File: config.mk
export PLATFORM = sky130hd
export DESIGN_NAME = simon_core
export DESIGN_NICKNAME = d
export VERILOG_FILES = /design/src/rtl/simon_pkg.sv /design/src/rtl/simon_lfsr.sv /design/src/rtl/simon_core.sv
export SDC_FILE = /design/constraint.sdc
export NUM_CORES = 1
export LEC_CHECK = 0
export CORE_MARGIN = 5
export CORE_UTILIZATION = 35
export CTS_CLUSTER_SIZE = 28
export DETAILED_ROUTE_END_ITERATION = 6
export HOLD_SLACK_MARGIN = 0.15
export SKIP_LAST_GASP = 1
export SYNTH_ARGS = -nofsm -noshare
export SYNTH_HDL_FRONTEND = slang
export SYNTH_SLANG_ARGS = --single-unit
File: constraint.sdc
create_clock -name clk -period 5.6 [get_ports clk]
set_input_delay 1.68 -clock clk [delete_from_list [all_inputs] [get_ports clk]]
set_output_delay 1.68 -clock clk [all_outputs]
set_load 0.1 [all_outputs]
File: src/rtl/simon_pkg.sv
// Shared definitions for the Simon Says engine: FSM state encoding and LFSR constants.
package simon_pkg;

    localparam int unsigned STATE_W = 3;
    localparam int unsigned LFSR_W  = 8;

    // Feedback taps for x^8 + x^6 + x^5 + x^4 + 1 (bits 7, 5, 4, 3)
    localparam logic [LFSR_W-1:0] LFSR_TAPS = 8'hB8;

    typedef enum logic [STATE_W-1:0] {
        ST_IDLE     = 3'd0,
        ST_GEN      = 3'd1,
        ST_SHOW_ON  = 3'd2,
        ST_SHOW_OFF = 3'd3,
        ST_WAIT     = 3'd4,
        ST_RELEASE  = 3'd5,
        ST_WIN      = 3'd6,
        ST_LOSE     = 3'd7
    } state_t;

endpackage

File: src/rtl/simon_lfsr.sv
// 8-bit Fibonacci LFSR with zero-safe seed load and shift enable.
module simon_lfsr
    import simon_pkg::*;
#(
    parameter int unsigned OUT_W = 2
) (
    input  logic              clk,
    input  logic              rst_n,
    input  logic              load,
    input  logic              shift,
    input  logic [LFSR_W-1:0] seed,
    output logic [OUT_W-1:0]  value
);

    logic [LFSR_W-1:0] lfsr;

    // Load substitutes 0 with 1 so the register never locks up at all-zero
    always_ff @(posedge clk or negedge rst_n) begin
        if (!rst_n) begin
            lfsr <= LFSR_W'(1);
        end else if (load) begin
            lfsr <= (seed == '0) ? LFSR_W'(1) : seed;
        end else if (shift) begin
            lfsr <= {lfsr[LFSR_W-2:0], ^(lfsr & LFSR_TAPS)};
        end
    end

    assign value = lfsr[OUT_W-1:0];

endmodule

File: src/rtl/simon_core.sv
// Simon Says game engine: sequence generation, LED playback, press checking, scoring.
module simon_core
    import simon_pkg::*;
#(
    parameter int unsigned NUM_COLOURS    = 4,
    parameter int unsigned MAX_LEN        = 16,
    parameter int unsigned HOLD_CYCLES    = 10,
    parameter int unsigned GAP_CYCLES     = 4,
    parameter int unsigned TIMEOUT_CYCLES = 0
) (
    input  logic                         clk,
    input  logic                         rst_n,
    input  logic                         start,
    input  logic [7:0]                   seed,
    input  logic [NUM_COLOURS-1:0]       btn,
    output logic [NUM_COLOURS-1:0]       led,
    output logic [STATE_W-1:0]           state_dbg,
    output logic [$clog2(MAX_LEN+1)-1:0] score,
    output logic                         win,
    output logic                         lose
);

    localparam int unsigned CW      = $clog2(NUM_COLOURS);
    localparam int unsigned LW      = $clog2(MAX_LEN + 1);
    localparam int unsigned IW      = $clog2(MAX_LEN);
    localparam int unsigned HG_MAX  = (HOLD_CYCLES > GAP_CYCLES) ? HOLD_CYCLES : GAP_CYCLES;
    localparam int unsigned CNT_MAX = (HG_MAX > TIMEOUT_CYCLES) ? HG_MAX : TIMEOUT_CYCLES;
    localparam int unsigned CNTW    = $clog2(CNT_MAX + 1);

    state_t                 state, state_d;
    logic [IW-1:0]          idx, idx_d;
    logic [LW-1:0]          round, round_d;
    logic [LW-1:0]          score_d;
    logic [CNTW-1:0]        cnt, cnt_d;
    logic [NUM_COLOURS-1:0] led_d;
    logic [NUM_COLOURS-1:0] target;
    logic                   start_q;
    logic                   start_edge;
    logic                   more;
    logic                   lfsr_load;
    logic [CW-1:0]          colour;
    logic [CW-1:0]          seq [MAX_LEN];

    simon_lfsr #(
        .OUT_W (CW)
    ) u_lfsr (
        .clk   (clk),
        .rst_n (rst_n),
        .load  (lfsr_load),
        .shift (state == ST_GEN),
        .seed  (seed),
        .value (colour)
    );

    assign start_edge = start && !start_q;
    assign target     = NUM_COLOURS'(1) << seq[idx];
    assign more       = LW'(idx) < (round - LW'(1));
    assign state_dbg  = state;

    // Registered copy of start for rising-edge detection
    always_ff @(posedge clk or negedge rst_n) begin
        if (!rst_n) begin
            start_q <= 1'b0;
        end else begin
            start_q <= start;
        end
    end

    // Sequence storage, filled one entry per GEN cycle
    always_ff @(posedge clk or negedge rst_n) begin
        if (!rst_n) begin
            for (int i = 0; i < int'(MAX_LEN); i++) begin
                seq[i] <= '0;
            end
        end else if (state == ST_GEN) begin
            seq[idx] <= colour;
        end
    end

    // FSM and datapath registers, including registered outputs
    always_ff @(posedge clk or negedge rst_n) begin
        if (!rst_n) begin
            state <= ST_IDLE;
            idx   <= '0;
            round <= LW'(1);
            cnt   <= '0;
            score <= '0;
            led   <= '0;
            win   <= 1'b0;
            lose  <= 1'b0;
        end else begin
            state <= state_d;
            idx   <= idx_d;
            round <= round_d;
            cnt   <= cnt_d;
            score <= score_d;
            led   <= led_d;
            win   <= (state_d == ST_WIN);
            lose  <= (state_d == ST_LOSE);
        end
    end

    // Next-state, counters and next LED pattern
    always_comb begin
        state_d   = state;
        idx_d     = idx;
        round_d   = round;
        cnt_d     = cnt;
        score_d   = score;
        lfsr_load = 1'b0;

        case (state)
            ST_IDLE, ST_WIN, ST_LOSE: begin
                if (start_edge) begin
                    lfsr_load = 1'b1;
                    state_d   = ST_GEN;
                    idx_d     = '0;
                    round_d   = LW'(1);
                    score_d   = '0;
                    cnt_d     = '0;
                end
            end
            ST_GEN: begin
                if (idx == IW'(MAX_LEN - 1)) begin
                    state_d = ST_SHOW_ON;
                    idx_d   = '0;
                    cnt_d   = '0;
                end else begin
                    idx_d = idx + IW'(1);
                end
            end
            ST_SHOW_ON: begin
                if (cnt == CNTW'(HOLD_CYCLES - 1)) begin
                    state_d = ST_SHOW_OFF;
                    cnt_d   = '0;
                end else begin
                    cnt_d = cnt + CNTW'(1);
                end
            end
            ST_SHOW_OFF: begin
                if (cnt == CNTW'(GAP_CYCLES - 1)) begin
                    cnt_d = '0;
                    if (more) begin
                        idx_d   = idx + IW'(1);
                        state_d = ST_SHOW_ON;
                    end else begin
                        idx_d   = '0;
                        state_d = ST_WAIT;
                    end
                end else begin
                    cnt_d = cnt + CNTW'(1);
                end
            end
            ST_WAIT: begin
                if (btn != '0) begin
                    state_d = (btn == target) ? ST_RELEASE : ST_LOSE;
                end else if (TIMEOUT_CYCLES > 0) begin
                    if (cnt == CNTW'(TIMEOUT_CYCLES)) begin
                        state_d = ST_LOSE;
                    end else begin
                        cnt_d = cnt + CNTW'(1);
                    end
                end
            end
            ST_RELEASE: begin
                if (btn == '0) begin
                    if (more) begin
                        idx_d   = idx + IW'(1);
                        cnt_d   = '0;
                        state_d = ST_WAIT;
                    end else if (round == LW'(MAX_LEN)) begin
                        score_d = LW'(MAX_LEN);
                        state_d = ST_WIN;
                    end else begin
                        score_d = round;
                        round_d = round + LW'(1);
                        idx_d   = '0;
                        cnt_d   = '0;
                        state_d = ST_SHOW_ON;
                    end
                end
            end
            default: begin
                state_d = ST_IDLE;
            end
        endcase

        led_d = (state_d == ST_SHOW_ON) ? (NUM_COLOURS'(1) << seq[idx_d]) : '0;
    end

endmodule

=== After elaboration in Yosys (flattened, before gate mapping) ===
Cells that the tools add are included.

* Register bits after elaboration: 68
* Output and inout port bits: 14

* $add $sub $neg: 4
* $lt $le $gt $ge: 4
* Equal/unequal tests: 21
* Shifts and indexed selects: 2
* Mux-type cells: 52
* Bitwise gates (word level): 2
* Reduce and logical (&&, ||, !) cells: 15

{| class="wikitable"
|+ Operators with widths
! kind !! count
|-
| 2-to-1 mux 4 bit || 15
|-
| 2-to-1 mux 5 bit || 8
|-
| bitwise mux 32 bit || 1
|-
| 2-to-1 mux 3 bit || 9
|-
| 2-to-1 mux 8 bit || 3
|-
| case mux 4 bit (5 select lines) || 1
|-
| case mux 5 bit (2 select lines) || 2
|-
| == test 3 bit, second input constant || 6
|-
| case mux 3 bit (6 select lines) || 1
|-
| binary-select mux 2 bit (select 4 bit) || 2
|-
| case mux 4 bit (4 select lines) || 1
|-
| 2-to-1 mux 2 bit || 6
|-
| >= comparator 5 bit, second input constant || 2
|-
| != test 2 bit, second input constant || 5
|-
| NOT 4 -> 5 bit || 2
|-
| AND reduction 5 bit || 2
|-
| == test 3 x 2 -> 1 bit, second input constant || 3
|-
| adder 4 x 1 -> 4 bit, second input constant || 2
|-
| demux 2 bit (select 4 bit) || 1
|-
| == test 4 bit, second input constant || 2
|-
| logical NOT 8 bit || 1
|-
| parity 8 bit || 1
|-
| << shifter 1 x 2 -> 4 bit, first input constant || 2
|-
| adder 5 x 1 -> 5 bit, second input constant || 1
|-
| 18 further kinds || 21
|}

=== Depth between registers and ports, before layout ===
Gate-level depths: netlist (run 1).

* Depth in word-level cells: 11
* Depth in mapped cells: 14
* Gate-level depth less buffers: 14

=== Cells and area by module ===
From an unflattened synthesis (run 1), not the netlist that was laid out.

* Cells, all modules: 375
* Area, all modules: 4174.0 µm²

{| class="wikitable"
|+ By module, submodules not included
! module !! instances !! cells an instance !! area an instance (µm²)
|-
| simon_core || 1 || 333 || 3754.9
|-
| simon_lfsr || 1 || 42 || 419.2
|}

=== Worst setup path before layout (run 1) ===
OpenSTA, ideal clock, no wires.

* Kind: in2reg
* Start point: input port btn[1]
* End point: register led[3]
* Arrival time: 3.922 ns
* Slack: 1.598 ns
* Cell stages on the path: 9
* Buffers on the path: 1
* Path through: or4_1 -> buf_2 -> a2111o_1 -> a21oi_2 -> o21ai_0 -> a221oi_1 -> nor4_1 -> or3b_1 -> nor3_2

* Longest elaborated chain between the ends: 9
* Elaborated cells on any way between the ends: 16

{| class="wikitable"
|+ RTL lines
! element !! RTL line !! text
|-
| start, declared || simon_core.sv:15 || <nowiki>input logic [NUM_COLOURS-1:0] btn,</nowiki>
|-
| logical NOT 4 bit || simon_core.sv:166 || <nowiki>if (btn == '0) begin</nowiki>
|-
| 2-to-1 mux 4 bit || simon_core.sv:166 ||
|-
| case mux 4 bit (4 select lines) || simon_core.sv:112 || <nowiki>case (state)</nowiki>
|-
| NOT 4 -> 5 bit (implied by the code) || simon_core.sv:188 || <nowiki>led_d = (state_d == ST_SHOW_ON) ? (NUM_COLOURS'(1) << seq[idx_d]) : '0;</nowiki>
|-
| binary-select mux 2 bit (select 4 bit) || simon_core.sv:188 ||
|-
| 2-to-1 mux 2 bit (implied by the code) (2 in a row) || simon_core.sv:188 ||
|-
| << shifter 1 x 2 -> 4 bit || simon_core.sv:188 ||
|-
| 2-to-1 mux 4 bit (*) || simon_core.sv:188 ||
|-
| net led_d[3] || simon_core.sv:35 || <nowiki>logic [NUM_COLOURS-1:0] led_d;</nowiki>
|-
| end signal, assigned || simon_core.sv:97 || <nowiki>led <= led_d;</nowiki>
|-
| end, declared || simon_core.sv:16 || <nowiki>output logic [NUM_COLOURS-1:0] led,</nowiki>
|}

The timed path passes the listed nets; every way through them passes the cells marked *. The select of a mux whose other input is x is not followed.
A chain may end at the register's enable or synchronous reset.

=== Worst setup path in the final report (run 1) ===
* Start point: input port btn[0]
* End point: register led[3]

* Longest elaborated chain between the ends: 9
* Elaborated cells on any way between the ends: 16

{| class="wikitable"
|+ RTL lines
! element !! RTL line !! text
|-
| logical NOT 4 bit || simon_core.sv:166 ||
|-
| 2-to-1 mux 4 bit || simon_core.sv:166 ||
|-
| case mux 4 bit (4 select lines) || simon_core.sv:112 ||
|-
| net idx_d[1] || simon_core.sv:31 || <nowiki>logic [IW-1:0] idx, idx_d;</nowiki>
|-
| NOT 4 -> 5 bit (implied by the code) || simon_core.sv:188 ||
|-
| binary-select mux 2 bit (select 4 bit) || simon_core.sv:188 ||
|-
| 2-to-1 mux 2 bit (implied by the code) (2 in a row) || simon_core.sv:188 ||
|-
| << shifter 1 x 2 -> 4 bit || simon_core.sv:188 ||
|-
| 2-to-1 mux 4 bit || simon_core.sv:188 ||
|-
| net led_d[3] || simon_core.sv:35 ||
|}

The timed path passes the listed nets, and every way through them passes these cells. The select of a mux whose other input is x is not followed.

==> out/metrics.yaml, run 1 <==
crit_path_end_kind: "flip-flop"
endpoint: "led[3]$_DFF_PN0_"
yosysTopAreaCellShare_pct: 37.09
drt_iter0_drc: 289
clock_tree.buffer_depth: 2
routedWlPerCell_um: 18.36
die_x_um: 122.8
r2r_end: "led[3]$_DFF_PN0_"
peakVddDrop_uv: 173.5
ys_ff_latch: 68
fillerInstances: 1258
htreeDepth: 3
slew_viol_final: 0
yosysWarnings: 0
cp-startpoint: "btn[0]"
insertion_delay_ns: 0.34
critical_path.slowest_cell: "or4_1"
fmax_mhz: 220.4
clk_pin_slew_ns: 0.06
setup_violations: 0
synth_top_area_cell: "dfrtp_1"
coreArea_um2: 12570
power.leakage_nw: 2.147
grt_usage_pct: 16.32
worstPathRequired_ns: 5.86
holdBufCountCts: 0
areaGrowthSynthToFinish_pct: 16.61
grt_overflow_total: 0
final_antenna_net_count: 0
path_cells: "clkdlybuf4s50_1 -> or4_1 -> nand2_1 -> o21ai_1 -> o2bb2ai_2 -> nor2_2 -> inv_2 -> o41ai_1 -> nor4_1 -> or3b_1 -> nor3_2"
nNetsFinal: 490
syn_nets: 470
cts_resized: 0
status: "completed"
period_share_pct: 81.01
rr_startpoint: "round[0]$_DFFE_PN1P_"
ys_async_sr_fraction_pct: 100.0
cap_violations: 0
cts_tree: "built"
hp-class: "reg -> reg"
power.density_nw_per_um2: 588.4
dp_hpwl_mm: 8.591
relSlewSlack_pct: 34.64
cts_root_buf: "clkbuf_16"
grt_max_degree: 44
grt_antenna_before_repair: 0
register_area_um2: 1704
cts_buffers: 9
grt_pass1_wl_mm: 18.98
drive_gt1_share_pct: 19.19
routed-via-count: 3775
rsz0062_at_grt: "false"
worstMarginPinSlew_ns: 0.9773
vias_per_cell: 5.889
holdWs_ns: 0.4857
synth_area_um2: 4453
rows: 41
first_global_vias: 3593
place.gp.congestion: 0.8917
avgSynthCellArea_um2: 10.03
post_cts_buffers: 0
crit_path_max_incr_delay_ns: 0.71
critical_path_arrival_ns: 4.79
synth_ff_type: "dfrtp_1"
start_kind: "primary input"
ys_top_cells_by_area: "dfrtp_1 (37%), mux2_2 (9.1%), mux4_2 (4.0%)"
ff2ff_setup_slack_ns: 1.69
ys_types: 77
hold_viol: 0
dieArea_um2: 15080
final.setup_skew_ns: 0.007219
multi_input_area_um2: 2569
period_minus_slack_ns: 4.536
numClockSinks: 68
drt-total-wl_mm: 11.77
setup_tns_ns: 0
crit_fanout: 9
ios: 29
portBuffers: 28
start_util_pct: 35.43
ys_seq_area_share_pct: 38.27
drtPass1Iterations: 5
n_antenna_cell: 0
drc_errors: 0
postSynthCellCount: 444
crit_type: "in -> reg"
synth_edf_count: 0
die_height_um: 122.8
r2r_cells: 14
flip-flops by register name (all words and copies together), names as in the netlist:
signal,cells
cnt,4
idx,4
led,4
lose,1
round,5
score,5
seq,32
start_q,1
state_dbg,3
u_lfsr.lfsr,8
win,1
metal layers:
layer	up-vias	share of wire, %	track usage [%]
met5	-	0	0
met4	0	1.7	6.298
met3	15	5.8	3.272
met2	137	48	25.42
met1	1894	45	22.35
li1	1729	-	-
placed cells by master, fill, tap and decap left out, drive strengths merged, types with 3 or more instances in the layout:
master / instances
a211oi: 5
a21o: 5
a21oi: 12
a221oi: 5
a22oi: 5
a2bb2oi: 3
a311oi: 5
a31oi: 5
and3: 3
and3b: 3
buf: 6
clkbuf: 11
clkdlybuf4s50: 27
dfrtp: 66
ha: 11
inv: 17
mux2: 36
mux2i: 6
mux4: 10
nand2: 34
nand2b: 7
nand3: 23
nand3b: 4
nor2: 31
nor3: 17
nor3b: 6
nor4: 7
o2111ai: 3
o211ai: 6
o21ai: 24
o221ai: 3
o22ai: 5
o31ai: 3
o32a: 3
or3b: 3
xnor2: 6
xor2: 5
Yosys cell counts, types with 6 or more instances:
cell type	count
a21oi_1	10
buf_2	6
clkbuf_1	12
dfrtp_1	66
ha_1	11
inv_1	15
mux2_2	36
mux2i_1	6
mux4_2	8
nand2_1	34
nand2b_1	7
nand3_1	23
nor2_1	28
nor3_1	16
nor4_1	7
o21ai_0	19
xnor2_1	6
worst max-delay path: cells and delay by family:
kind,cells,cell delay (ns)
simple gates,6,1.75
buf+inv,2,0.60
compound gates,3,0.76
report_power, final:
group / switching [mW] / internal, mW / leakage [nW]
logic: 0.939 / 0.619 / 1.09
clock network: 0.217 / 0.403 / 0.156
registers: 0.242 / 0.636 / 0.899
total: 1.40 / 1.66 / 2.15
logic make-up after synthesis:
group	share of synthesized area [%]
xor gates and xnor gates	2.163
adders and majority gates	3.091
AOI/OAI and AO/OA	18.83
muxes	15.68
buffers and inverters	4.158
DFF	38.27
and+or+nand+nor	17.81
per-stage QoR:
stage	cells	util, %	power (mW)	worst slack (ns)	cell area [µm²]
5_1_grt	641	41.31	3.260	0.9097	5192
6_report	641	41.31	3.055	1.064	5192
3_5_place_dp	625	38.71	2.423	0.7570	4865
2_1_floorplan	444	-	2.040	1.598	4453
3_3_place_gp	625	38.71	2.403	0.8477	4865
4_1_cts	641	41.31	3.056	1.095	5192
how the worst min path moves through the flow:
stage	startpoint	to	slack [ns]	depth (start not counted)
2_1_floorplan	u_lfsr.lfsr[7]$_DFFE_PN0P_	u_lfsr.lfsr[7]$_DFFE_PN0P_	0.47	2
3_5_place_dp	score[1]$_DFFE_PN0P_	score[1]$_DFFE_PN0P_	0.48	2
3_3_place_gp	score[4]$_DFFE_PN0P_	score[4]$_DFFE_PN0P_	0.48	2
6_report	score[1]$_DFFE_PN0P_	score[1]$_DFFE_PN0P_	0.49	2
5_1_grt	score[1]$_DFFE_PN0P_	score[1]$_DFFE_PN0P_	0.52	2
4_1_cts	score[1]$_DFFE_PN0P_	score[1]$_DFFE_PN0P_	0.49	2
cell type report:
type / instances / area share (%)
tap: 172 / 4.145
clock inverter: 5 / 1.639
sequential: 68 / 32.82
inverter: 17 / 1.229
clock buffer: 11 / 4.675
multi-input combinational: 335 / 49.47
timing repair buffer: 33 / 6.024
Power figures use the tool's default switching activity.
==> run 2: changes to the inputs <==
==> constraint.sdc (replaced) <==
create_clock -name clk -period 4.7 [get_ports clk]
set_input_delay 1.41 -clock clk [delete_from_list [all_inputs] [get_ports clk]]
set_output_delay 1.41 -clock clk [all_outputs]
set_load 0.1 [all_outputs]
==> run 2 against run 1 <==
Net effect:
- non-clock buffer count up 5
- sequential cell count unchanged
- critical path type unchanged
- via count down 1.7%
- largest cell class unchanged
- first-iteration DRC count up 1.4%
- combinational power up 21%
==> out/metrics.yaml, run 2 (synthesis results as in run 1) <==
status: "completed"
p_clk_share_pct: 18.9  # -1.4 points
period_share_pct: 90.02
crit_type: "in -> reg"
final.setup_skew_ns: 0.01287  # +0.005646 ns
worstMarginPinSlew_ns: 0.9732  # -0.004075 ns
drt_iter0_drc: 293  # +1.4%
vias_per_cell: 5.743  # -2.5%
crit_path_max_incr_delay_ns: 0.70  # about the same
pwr-share-comb_pct: 52.5  # +1.5 points
critical_path.slowest_cell: "or4_1"
clock_tree.buffer_depth: 2  # unchanged
hp-class: "reg -> reg"
areaGrowthSynthToFinish_pct: 16.89
crit_fanout: 9  # unchanged
numClockSinks: 68  # unchanged
path_cells: "clkdlybuf4s50_1 -> or4_1 -> nand2_1 -> o21ai_1 -> o2bb2ai_2 -> nor2_2 -> inv_2 -> o41ai_1 -> nor4_1 -> or3b_1 -> a21oi_2"
layout_commonest_cell: "dfrtp_1"
grt_usage_pct: 16.87  # +0.55 points
largest_reg_flops: 32  # unchanged
crit_path_end_kind: "flip-flop"
drtPass1Iterations: 5  # unchanged
relSlewSlack_pct: 34.92  # +0.27 points
insertion_delay_ns: 0.34  # about the same
holdBufCountCts: 0  # unchanged
ios: 29  # unchanged
dp_hpwl_mm: 9.002  # +4.8%
cts_buffers: 9  # unchanged
p_int_mw: 1.928  # +16%
sequentialPowerShare_pct: 28.7  # about the same
dieArea_um2: 15080  # unchanged
drc_errors: 0  # unchanged
nNetsFinal: 495  # +1.0%
period_minus_slack_ns: 4.231
final_antenna_net_count: 0  # unchanged
power.leakage_nw: 2.162  # +0.68%
critical_path_arrival_ns: 4.49  # -0.30 ns
grt_max_degree: 30  # -32%
portBuffers: 28  # unchanged
coreArea_um2: 12570  # unchanged
cap_violations: 0  # unchanged
top_register: "seq"
setup_violations: 0  # unchanged
peakVddDrop_uv: 238.6  # +37%
n_antenna_cell: 0  # unchanged
htreeDepth: 3  # unchanged
cts_tree: "built"
grt_antenna_before_repair: 0  # unchanged
die_height_um: 122.8  # unchanged
path_delay_family: "simple AND/OR/NAND/NOR gates"
rsz0062_at_grt: "false"
routed-via-count: 3710  # -1.7%
place.gp.congestion: 0.9954  # +12%
reg_top3: "seq: 32 flops, u_lfsr.lfsr: 8 flops"
post_cts_buffers: 0  # unchanged
start_kind: "primary input"
routedWlPerCell_um: 18.53  # +0.90%
rows: 41  # unchanged
cts_root_buf: "clkbuf_16"
critPathBufInv: 2  # unchanged
die_x_um: 122.8  # unchanged
p_sw_mw: 1.681  # +20%
start_util_pct: 35.43  # unchanged
power.density_nw_per_um2: 693.4  # +18%
cts_resized: 0  # unchanged
worstPathRequired_ns: 4.96  # -0.90 ns
drt-total-wl_mm: 11.97  # +1.7%
first_global_vias: 3672  # +2.2%
switching_share_pct: 46.57  # +0.84 points
slew_viol_final: 0  # unchanged
clk_pin_slew_ns: 0.06  # about the same
power_mw: 3.609  # +18%
drive_gt1_share_pct: 20.25  # +1.1 points
final_cell_mix: "dfrtp_1 (66), mux2_2 (36), nand2_1 (34)"
fmax_mhz: 236.3
hold_viol: 0  # unchanged
grt_pass1_wl_mm: 19.59  # +3.2%
setup_tns_ns: 0  # unchanged
grt_overflow_total: 0  # unchanged
[run 2: cell count changes in the layout (fill, tap and decap cells not counted), sizes merged]
cell and change:
buf +5, bufinv -1, clkbuf -1, clkinv +1, clkinvlp +1
[run 2: tightest hold or removal path, stage by stage (launching register included)]
cell and delay (ns):
dfrtp_1 0.35, nand2_1 0.05, o21ai_0 0.06
[run 2: power by group through the flow]
stage | combinational (mW) | clock, mW | sequential [mW]
after global routing | 2.08 | 0.723 | 1.06
after floorplan | 1.41 | 0 | 1.02
after CTS | 1.89 | 0.696 | 1.03
after detailed placement | 1.88 | 0 | 1.04
after global placement | 1.86 | 0 | 1.03
final | 1.89 | 0.681 | 1.03
[run 2: stage by stage]
step           util, %  setup slack (ns)  instance area (µm²)  instances  hold WS (ns)
2_1_floorplan        -            0.9681                 4453        444        0.4655
3_3_place_gp     39.00            0.2544                 4902        630        0.4675
3_5_place_dp     39.00            0.1725                 4902        630        0.4781
4_1_cts          41.41            0.5024                 5205        646        0.4924
5_1_grt          41.41            0.2775                 5205        646        0.5168
6_report         41.41            0.4689                 5205        646        0.4876
[run 2: cell type report]
cell class	instances	area [µm²]
Timing Repair Buffer	38	350.3
Clock inverter	6	63.81
Tap cell	172	215.2
Multi-Input combinational cell	335	2569
Sequential cell	68	1704
Clock buffer	10	239.0
Inverter	17	63.81
Fill cell	1238	7363
[run 2: worst paths after layout]
path | from | endpoint | slack, ns | depth (start not counted)
setup reg to reg | round[0]$_DFFE_PN1P_ | led[1]$_DFF_PN0_ | 0.78 | 14
hold reg to reg | score[4]$_DFFE_PN0P_ | score[4]$_DFFE_PN0P_ | 0.49 | 2
max in group asynchronous | rst_n | u_lfsr.lfsr[0]$_DFFE_PN1P_ | 2.87 | 2
min in group asynchronous | rst_n | led[3]$_DFF_PN0_ | 1.05 | 1
setup / recovery | btn[1] | led[1]$_DFF_PN0_ | 0.47 | 11
hold / removal | score[4]$_DFFE_PN0P_ | score[4]$_DFFE_PN0P_ | 0.49 | 2
[run 2: layer usage]
| metal | routed length (µm) | track usage [%] | share of wire [%] |
|---|---|---|---|
| met1 | 5224 | 22.47 | 44 |
| met2 | 5579 | 26.17 | 47 |
| met3 | 715 | 3.088 | 6.0 |
| met4 | 450 | 8.677 | 3.8 |
| met5 | 0 | 0 | 0 |
==> run 3: changes to the inputs <==
--- a/config.mk
+++ b/config.mk
@@ -6,10 +6,12 @@
 export NUM_CORES = 1
 export LEC_CHECK = 0
 export CORE_MARGIN = 5
-export CORE_UTILIZATION = 35
+export CORE_UTILIZATION = 55
+export CTS_CLUSTER_DIAMETER = 40
 export CTS_CLUSTER_SIZE = 28
 export DETAILED_ROUTE_END_ITERATION = 6
 export HOLD_SLACK_MARGIN = 0.15
+export PLACE_DENSITY = 0.75
 export SKIP_LAST_GASP = 1
 export SYNTH_ARGS = -nofsm -noshare
 export SYNTH_HDL_FRONTEND = slang
==> run 3 against run 2 <==
Net effect:
- fmax shrank 1.3%
- via count up 3.0%
- final area shrank 4.1%
- critical path type unchanged
- largest power group unchanged
- combinational power barely moved
==> out/metrics.yaml, run 3 (synthesis results as in run 1) <==
drc_errors: 0  # unchanged
fillerInstances: 642  # -48%
n_antenna_cell: 0  # unchanged
cap_violations: 0  # unchanged
hp-class: "reg -> reg"
holdBufCountCts: 0  # unchanged
first_global_vias: 3689  # +0.46%
setup_violations: 0  # unchanged
die_height_um: 99.98  # -19%
reg_top3: "seq: 32 flops, u_lfsr.lfsr: 8 flops"
crit_type: "in -> reg"
drtPass1Iterations: 5  # unchanged
crit_fanout: 10  # +1
ios: 29  # unchanged
clock_tree.buffer_depth: 2  # unchanged
cts_root_buf: "clkbuf_8"
worstPathRequired_ns: 4.96  # about the same
rsz0062_at_grt: "false"
grt_pass1_wl_mm: 19.29  # -1.6%
final_cell_mix: "dfrtp_1 (66), mux2_2 (36), nand2_1 (34)"
final_core_util_pct: 63.94  # +23 points
layout_commonest_cell: "dfrtp_1"
setup_tns_ns: 0  # unchanged
cts_tree: "built"
power_mw: 3.401  # -5.8%
final_antenna_net_count: 0  # unchanged
power.leakage_nw: 2.103  # -2.7%
grt_max_degree: 47  # +57%
drive_gt1_share_pct: 19.70  # -0.55 points
dpl.cell_count: 558  # -11%
place_area_um2: 4800  # -2.1%
insertion_delay_ns: 0.34  # about the same
critical_path_arrival_ns: 4.55  # +0.06 ns
nNetsFinal: 493  # -0.40%
grt_antenna_before_repair: 0  # unchanged
routed-via-count: 3822  # +3.0%
start_util_pct: 57.04  # +22 points
largest_reg_flops: 32  # unchanged
relSlewSlack_pct: 34.85  # -0.069 points
grt_usage_pct: 24.41  # +7.5 points
slew_viol_final: 0  # unchanged
areaGrowthSynthToFinish_pct: 12.11
worstMarginPinSlew_ns: 0.9742  # +0.001030 ns
numClockSinks: 68  # unchanged
stdcell_count: 574  # -11%
portBuffers: 28  # unchanged
coreArea_um2: 7807  # -38%
cts_resized: 0  # unchanged
routedWlPerCell_um: 20.30  # +9.5%
top_register: "seq"
crit_path_end_kind: "flip-flop"
hold_viol: 0  # unchanged
htreeDepth: 3  # unchanged
holdWs_ns: 0.4973  # +0.009741 ns
setup_ws_ns: 0.4134  # -0.05554 ns
period_share_pct: 91.21  # +1.2 points
place.gp.congestion: 0.9712  # -2.4%
status: "completed"
final.setup_skew_ns: 0.009093  # -0.003772 ns
power.density_nw_per_um2: 681.2  # -1.8%
period_minus_slack_ns: 4.287  # +0.05554 ns
post_cts_buffers: 0  # unchanged
vias_per_cell: 6.659  # +16%
die_x_um: 99.98  # -19%
grt_overflow_total: 0  # unchanged
fmax_mhz: 233.3  # -1.3%
drt-total-wl_mm: 11.65  # -2.7%
peakVddDrop_uv: 309.1  # +30%
rows: 32  # -22%
dieArea_um2: 9996  # -34%
drt_iter0_drc: 349  # +19%
start_kind: "primary input"
pre_cts_slack_ns: 0.1015  # -0.07104 ns
final_cell_area_um2: 4992  # -4.1%
clk_pin_slew_ns: 0.08  # +0.02 ns
dp_hpwl_mm: 8.553  # -5.0%
cts_buffers: 9  # unchanged
[run 3: cell count changes in the layout (fill, tap and decap cells not counted)]
cell,previous run,this run
clkbuf_8,1,9
clkinvlp_4,2,1
clkbuf_1,0,1
buf_4,10,8
clkinv_4,1,2
clkbuf_16,9,0
[run 3: area by class of cell]
cell class	count	area (µm²)	area share (%)
Timing Repair Buffer	36	335.3	6.717
Multi-Input combinational cell	335	2569	51.45
Clock inverter	6	65.06	1.303
Tap cell	102	127.6	2.556
Clock buffer	10	127.6	2.556
Sequential cell	68	1704	34.14
Inverter	17	63.81	1.278
[run 3: worst max-delay path: stages]
cell and delay [ns]:
clkdlybuf4s50_1 0.54, or4b_4 0.49, a32oi_2 0.36, o211ai_4 0.21
a211oi_2 0.38, buf_4 0.24, o221ai_1 0.13, mux2i_1 0.17
nor4_1 0.08, or3b_1 0.41, nor3_2 0.12
[run 3: worst paths after layout]
check | from | endpoint | slack (ns) | depth (start not counted)
max | start | led[3]$_DFF_PN0_ | 0.41 | 11
min | score[0]$_DFFE_PN0P_ | score[0]$_DFFE_PN0P_ | 0.50 | 2
max reg2reg | round[0]$_DFFE_PN1P_ | led[3]$_DFF_PN0_ | 0.78 | 14
min reg2reg | score[0]$_DFFE_PN0P_ | score[0]$_DFFE_PN0P_ | 0.50 | 2
max in group asynchronous | rst_n | seq[6]$_DFFE_PN0P_ | 2.67 | 2
min in group asynchronous | rst_n | cnt[3]$_DFFE_PN0P_ | 1.05 | 1
[run 3: where the power goes]
| part | leakage, nW | internal [mW] | switching, mW | total (mW) |
|---|---|---|---|---|
| Combinational | 1.11 | 0.742 | 1.14 | 1.88 |
| Sequential | 0.899 | 0.757 | 0.287 | 1.04 |
| Clock | 0.0962 | 0.245 | 0.234 | 0.479 |
| Total | 2.10 | 1.74 | 1.66 | 3.40 |
[run 3: metal layers]
metal	GRT usage, %	part of all wire, %	vias up
li1	-	-	1735
met1	33.87	43	1897
met2	38.33	47	165
met3	4.934	7.9	25
met4	8.394	2.4	0
met5	0	0	-
